$ cat src/rtl/log2_fixed_point_pkg.sv
// Shared constants and helpers for the log2 fixed-point datapath
// (used by the CLZ front end and the normalizer).
package log2_fixed_point_pkg;

    localparam int DATA_W_DEF = 128;
    localparam int CNT_W_DEF  = 8;

    // Ceiling log2 that can be evaluated at elaboration time.
    function automatic int clog2(input int value);
        int result;
        result = 0;
        for (int i = 0; i < 31; i++) begin
            if ((1 << i) < value) begin
                result = i + 1;
            end
        end
        return result;
    endfunction

    localparam int NORM_STAGES = clog2(DATA_W_DEF);

endpackage

$ cat src/rtl/clz_norm_stage.sv
// One registered stage of the normalizing log-shifter: shifts left by SHIFT
// when the matching clz bit is set, and remembers any ones pushed off the top.
module clz_norm_stage
    import log2_fixed_point_pkg::*;
#(
    parameter int DATA_W = DATA_W_DEF,
    parameter int CNT_W  = CNT_W_DEF,
    parameter int SHIFT  = 1
) (
    input  logic              i_CLK,
    input  logic              i_RST,
    input  logic              enb,
    input  logic              i_valid,
    input  logic [DATA_W-1:0] i_word,
    input  logic [CNT_W-1:0]  i_clz,
    input  logic              i_lost,
    output logic              o_valid,
    output logic [DATA_W-1:0] o_word,
    output logic [CNT_W-1:0]  o_clz,
    output logic              o_lost
);

    localparam int BIT = clog2(SHIFT);

    logic              valid_d, valid_q;
    logic [DATA_W-1:0] word_d,  word_q;
    logic [CNT_W-1:0]  clz_d,   clz_q;
    logic              lost_d,  lost_q;

    always_comb begin
        // NOTE: every combinational output is defaulted first so no path leaves it unassigned (no latch).
        valid_d = i_valid;
        word_d  = i_word;
        clz_d   = i_clz;
        lost_d  = i_lost;
        if (i_clz[BIT]) begin
            word_d = i_word << SHIFT;
            lost_d = i_lost | (|i_word[DATA_W-1 -: SHIFT]);
        end
    end

    always_ff @(posedge i_CLK) begin
        // NOTE: non-blocking assignments so every stage samples the previous stage's old value.
        if (i_RST) begin
            valid_q <= 1'b0;
            word_q  <= '0;
            clz_q   <= '0;
            lost_q  <= 1'b0;
        end else if (enb) begin
            valid_q <= valid_d;
            word_q  <= word_d;
            clz_q   <= clz_d;
            lost_q  <= lost_d;
        end
    end

    assign o_valid = valid_q;
    assign o_word  = word_q;
    assign o_clz   = clz_q;
    assign o_lost  = lost_q;

endmodule

$ cat src/rtl/clz_normalize.sv
// Normalizes a word by its leading-zero count through a pipelined log-shifter,
// producing mantissa, exponent, zero, sticky and a clz consistency error.
module clz_normalize
    import log2_fixed_point_pkg::*;
#(
    parameter int DATA_W = DATA_W_DEF,
    parameter int CNT_W  = CNT_W_DEF,
    parameter int OUT_W  = 32
) (
    input  logic              i_CLK,
    input  logic              i_RST,
    input  logic              enb,
    input  logic              i_VALID,
    input  logic [CNT_W-1:0]  i_CLZ,
    input  logic [DATA_W-1:0] i_DATA,
    output logic              o_VALID,
    output logic [OUT_W-1:0]  o_MANT,
    output logic [CNT_W-1:0]  o_EXP,
    output logic              o_ZERO,
    output logic              o_STICKY,
    output logic              o_ERR
);

    localparam int STAGES = clog2(DATA_W);

    // Pipeline chain: index 0 is the input register, index STAGES the last shift stage.
    logic              valid_s [0:STAGES];
    logic [DATA_W-1:0] word_s  [0:STAGES];
    logic [CNT_W-1:0]  clz_s   [0:STAGES];
    logic              lost_s  [0:STAGES];

    // ---------------- input register ----------------
    logic              in_valid_d, in_valid_q;
    logic [DATA_W-1:0] in_word_d,  in_word_q;
    logic [CNT_W-1:0]  in_clz_d,   in_clz_q;
    logic              in_lost_d,  in_lost_q;
    logic              in_zero;

    assign in_zero = |i_CLZ[CNT_W-1:STAGES];

    always_comb begin
        in_valid_d = i_VALID;
        in_clz_d   = i_CLZ;
        in_word_d  = i_DATA;
        in_lost_d  = 1'b0;
        // A zero claim flushes the word; any set bit means the claim was wrong.
        if (in_zero) begin
            in_word_d = '0;
            in_lost_d = |i_DATA;
        end
    end

    always_ff @(posedge i_CLK) begin
        if (i_RST) begin
            in_valid_q <= 1'b0;
            in_word_q  <= '0;
            in_clz_q   <= '0;
            in_lost_q  <= 1'b0;
        end else if (enb) begin
            in_valid_q <= in_valid_d;
            in_word_q  <= in_word_d;
            in_clz_q   <= in_clz_d;
            in_lost_q  <= in_lost_d;
        end
    end

    assign valid_s[0] = in_valid_q;
    assign word_s[0]  = in_word_q;
    assign clz_s[0]   = in_clz_q;
    assign lost_s[0]  = in_lost_q;

    // ---------------- shift stages, largest shift first ----------------
    for (genvar g = 0; g < STAGES; g++) begin : g_stage
        clz_norm_stage #(
            .DATA_W (DATA_W),
            .CNT_W  (CNT_W),
            .SHIFT  (1 << (STAGES - 1 - g))
        ) u_stage (
            .i_CLK   (i_CLK),
            .i_RST   (i_RST),
            .enb     (enb),
            .i_valid (valid_s[g]),
            .i_word  (word_s[g]),
            .i_clz   (clz_s[g]),
            .i_lost  (lost_s[g]),
            .o_valid (valid_s[g+1]),
            .o_word  (word_s[g+1]),
            .o_clz   (clz_s[g+1]),
            .o_lost  (lost_s[g+1])
        );
    end

    // ---------------- output register ----------------
    logic [DATA_W-1:0] fin_word;
    logic [CNT_W-1:0]  fin_clz;
    logic              fin_zero;
    logic              fin_sticky;

    assign fin_word = word_s[STAGES];
    assign fin_clz  = clz_s[STAGES];
    assign fin_zero = |fin_clz[CNT_W-1:STAGES];

    if (OUT_W < DATA_W) begin : g_sticky
        assign fin_sticky = |fin_word[DATA_W-OUT_W-1:0];
    end else begin : g_no_sticky
        assign fin_sticky = 1'b0;
    end

    logic              valid_d,  valid_q;
    logic [OUT_W-1:0]  mant_d,   mant_q;
    logic [CNT_W-1:0]  exp_d,    exp_q;
    logic              zero_d,   zero_q;
    logic              sticky_d, sticky_q;
    logic              err_d,    err_q;

    always_comb begin
        valid_d  = valid_s[STAGES];
        mant_d   = fin_word[DATA_W-1 -: OUT_W];
        zero_d   = fin_zero;
        sticky_d = fin_sticky;
        exp_d    = '0;
        if (!fin_zero) begin
            exp_d = CNT_W'(DATA_W - 1) - fin_clz;
        end
        // Lost bits mean clz was too large; a clear MSB means it was too small.
        err_d = lost_s[STAGES] | (!fin_zero & !fin_word[DATA_W-1]);
    end

    always_ff @(posedge i_CLK) begin
        if (i_RST) begin
            valid_q  <= 1'b0;
            mant_q   <= '0;
            exp_q    <= '0;
            zero_q   <= 1'b0;
            sticky_q <= 1'b0;
            err_q    <= 1'b0;
        end else if (enb) begin
            valid_q  <= valid_d;
            mant_q   <= mant_d;
            exp_q    <= exp_d;
            zero_q   <= zero_d;
            sticky_q <= sticky_d;
            err_q    <= err_d;
        end
    end

    assign o_VALID  = valid_q;
    assign o_MANT   = mant_q;
    assign o_EXP    = exp_q;
    assign o_ZERO   = zero_q;
    assign o_STICKY = sticky_q;
    assign o_ERR    = err_q;

endmodule

$ cat config.mk
export PLATFORM = sky130hd
export DESIGN_NAME = clz_normalize
export DESIGN_NICKNAME = d
export VERILOG_FILES = /design/src/rtl/log2_fixed_point_pkg.sv /design/src/rtl/clz_norm_stage.sv /design/src/rtl/clz_normalize.sv
export SDC_FILE = /design/constraint.sdc
export NUM_CORES = 2
export LEC_CHECK = 0
export CAP_MARGIN = 10
export CORE_UTILIZATION = 63
export CTS_BUF_LIST = sky130_fd_sc_hd__clkbuf_8
export DETAILED_ROUTE_END_ITERATION = 10
export GPL_TIMING_DRIVEN = 0
export PLACE_DENSITY = 0.82
export RECOVER_POWER = 25
export SLEW_MARGIN = 25
export SYNTH_ARGS = -nofsm -noshare
export SYNTH_HDL_FRONTEND = slang
export SYNTH_SLANG_ARGS = --single-unit
$ cat constraint.sdc
create_clock -name i_CLK -period 1.85 [get_ports i_CLK]
set_input_delay 0.4625 -clock i_CLK [delete_from_list [all_inputs] [get_ports i_CLK]]
set_output_delay 0.4625 -clock i_CLK [all_outputs]
set_load 0.01 [all_outputs]
==> reports/metrics.yaml <==
outcome: "complete, but fails checks"
violations: "DRC, setup timing"
grt_pass1_vias: 36455
yosysUniqueCellTypes: 26
ios: 184
synthCells: 4818
die_x_um: 274
worstPathArrival_ns: 2.58
cts_tree: "yes"
place_ws_ns: -1.40
ir_drop_uv: 649
synth-edff-count: 0
grt_pass1_wl_um: 219000
async_flop_share_pct: 0
gp_congestion: 1.02
final_nets: 5316
startpoint_type: "flip-flop"
wl_um: 147000
grt_start_max_net_pins: 17
finalHoldViolations: 0
ys.flop_type: "dfxtp_1"
finalSetupTns_ns: -0.134
start_util_pct: 63.9
grt.overflow.total: 0
cts_hold_buffers: 0
crit_slowest_cell: "nor4_2"
fmax_ghz: 0.527
final.fill_count: 5413
synth_area_per_cell_um2: 9.70
drtIter0Drc: 4118
synth_seq_cells: 1147
min_from: "i_CLZ[3]"
crit_path_cell_trace: "nor4_2 -> nand4_1 -> nor4_2 -> a211oi_1"
r2r_cells: 4
drv_cap: 0
maxSlewHeadroom_pct: 25.1
drive_above_1_share_pct: 10.6
coreArea_um2: 73200
power.share.switching_pct: 26.6
syn-num-nets: 4958
dpl.hpwl_um: 111000
p_seq_share_pct: 50.4
port_buffers: 180
slowest_delay_ns: 0.72
die_h_um: 274
crit_path_frequent_cell: "nor4_2"
power_frac_clock_pct: 40.5
drcViolationCount: 8
viasPerCell: 6.21
finalSetupViolCount: 5
critPathKind: "flip-flop to flip-flop"
wl_per_cell_um: 23.4
clock_sinks: 1147
p_switching_mw: 14.4
required_ns: 2.53
skew_ns: 0.0646
dr.pass1.iters: 9
grt_setup_unrepaired: "no"
yosysSeqAreaShare_pct: 49.1
startpoint: "g_stage[6].u_stage.o_word[10]"
ys_top_cells_by_count: "1,162 x nor2_1, 1,147 x dfxtp_1, 874 x mux2i_1"
clk_pin_slew_ns: 0.06
fin_ws_ns: -0.0483
worstMarginPinSlew_ns: 1.12
clock_path_buffers: 3
htree_levels: 4
area_delta_synth_final_pct: 14.2
reg2reg_from: "g_stage[6].u_stage.o_word[10]"
row_count: 99
powerDensity_nw_per_um2: 1010
slew_violations: 0
ctsRootBufferMaster: "clkbuf_8"
grt_usage_pct: 38.3
via_count: 38999
internal_power_mw: 39.6
clkLatencyLatePin_ns: 0.87
antenna_found_initial: 5
synth_top_area_share_pct: 49.1
ys_top_cells_by_area: "dfxtp_1 49%, mux2i_1 19%, a211oi_1 12%"
ys_warn_count: 0
synth_area_leader_cell: "dfxtp_1"
syn-cell-area_um2: 46800
whs_path_depth: 3
period_share_pct: 103
power.leakage_nw: 18.4
ant_nets: 0
cp-end-kind: "flip-flop"
hold_path_class: "input pin to flip-flop"
finalCriticalPeriod_ns: 1.90
combPwrFrac_pct: 9.0
fp.dieArea_um2: 75300
path_max_fanout: 2
cts_buffers: 176
yosys.cell_count.top_type: "nor2_1"
==> worst max-delay path, delay by kind of cell, from the launching register on <==
kind / cells / cell delay (ns)
and+or+nand+nor: 3 / 1.29
DFF: 1 / 0.33
AOI/OAI and AO/OA: 1 / 0.13
==> kinds of logic after synthesis <==
group                  Yosys count  share of synthesized area (%)
AND/OR/NAND/NOR               1285                           10.9
flip-flops                    1147                           49.1
multiplexers                   874                           18.7
buffers and inverters          461                           4.47
AO/OA/AOI/OAI                 1050                           16.8
other                            1                        0.00802
==> registers in the layout, summed over array words and instances, names as in the netlist <==
name / flops
o_ERR: 1
o_MANT: 32
o_ZERO: 1
o_VALID: 1
o_STICKY: 1
in_clz_q: 8
in_word_q: 128
in_valid_q: 1
g_stage.u_stage.o_lost: 7
g_stage.u_stage.o_valid: 7
g_stage.u_stage.o_word: 896
o_EXP: 7
in_lost_q: 1
g_stage.u_stage.o_clz: 56
==> final timing paths <==
path / slack (ns) / endpoint
setup / recovery: -0.05 / o_STICKY
hold / removal: 0.22 / in_clz_q[3]
setup reg to reg: -0.05 / o_STICKY
hold reg to reg: 0.48 / in_lost_q
==> timing repair <==
item,CTS,global route
buffers inserted,0,0
pin swaps,0,0
gates resized for setup,201,7
setup endpoints to repair,50,28
cloned,0,0
==> power by group through the flow <==
stage | clock [mW] | combinational, mW | sequential, mW
3_5_place_dp | 0 | 4.77 | 27.7
3_3_place_gp | 0 | 4.66 | 27.6
4_1_cts | 21.9 | 4.79 | 27.1
6_report | 21.8 | 4.88 | 27.2
2_1_floorplan | 0 | 3.20 | 27.2
5_1_grt | 23.1 | 5.29 | 27.3
==> metrics by stage <==
step	util [%]	cell area, um^2	power (mW)	std cells	hold WS [ns]
2_1_floorplan	-	46800	30.4	4818	0.440
3_3_place_gp	68.0	49800	32.3	5957	0.451
3_5_place_dp	68.0	49800	32.4	5957	0.466
4_1_cts	72.9	53400	53.8	6272	0.168
5_1_grt	72.9	53400	55.6	6274	0.230
6_report	73.0	53400	53.9	6276	0.222
==> metal layers <==
layer  global-route usage, %  part of all wire, %  wire, um  vias up
li1                        -                    -         -    18316
met1                    50.1                   42     60900    18519
met2                    58.1                   43     63300     1734
met3                    6.87                  7.9     11600      428
met4                    25.1                  7.4     10800        2
met5                       0               0.0089        13        -
==> layout by cell type, fill, tap and decap left out, drive strengths merged, types with 2 or more instances in the layout <==
| cell | n |
|---|---|
| nor2 | 1164 |
| dfxtp | 1147 |
| mux2i | 874 |
| a211oi | 775 |
| clkbuf | 455 |
| buf | 273 |
| a22oi | 252 |
| clkdlybuf4s50 | 137 |
| nor4 | 88 |
| inv | 60 |
| clkinv | 26 |
| nand4 | 20 |
| a21oi | 16 |
| nand2 | 8 |
| diode | 4 |
| bufinv | 4 |
| nor3 | 2 |
| o21ai | 2 |
| a311oi | 2 |
==> layout make-up <==
type | count | area [um^2] | share of cell area (%)
Clock inverter | 88 | 596 | 1.12
Tap cell | 959 | 1200 | 2.25
Multi-Input combinational cell | 3210 | 21800 | 40.9
Buffer | 458 | 2080 | 3.90
Sequential cell | 1147 | 23000 | 43.0
Clock buffer | 227 | 3120 | 5.85
Inverter | 3 | 11.3 | 0.0211
Antenna cell | 4 | 10.0 | 0.0187
Timing Repair Buffer | 180 | 1590 | 2.97
Note: power is estimated with default switching activity, not from simulation.
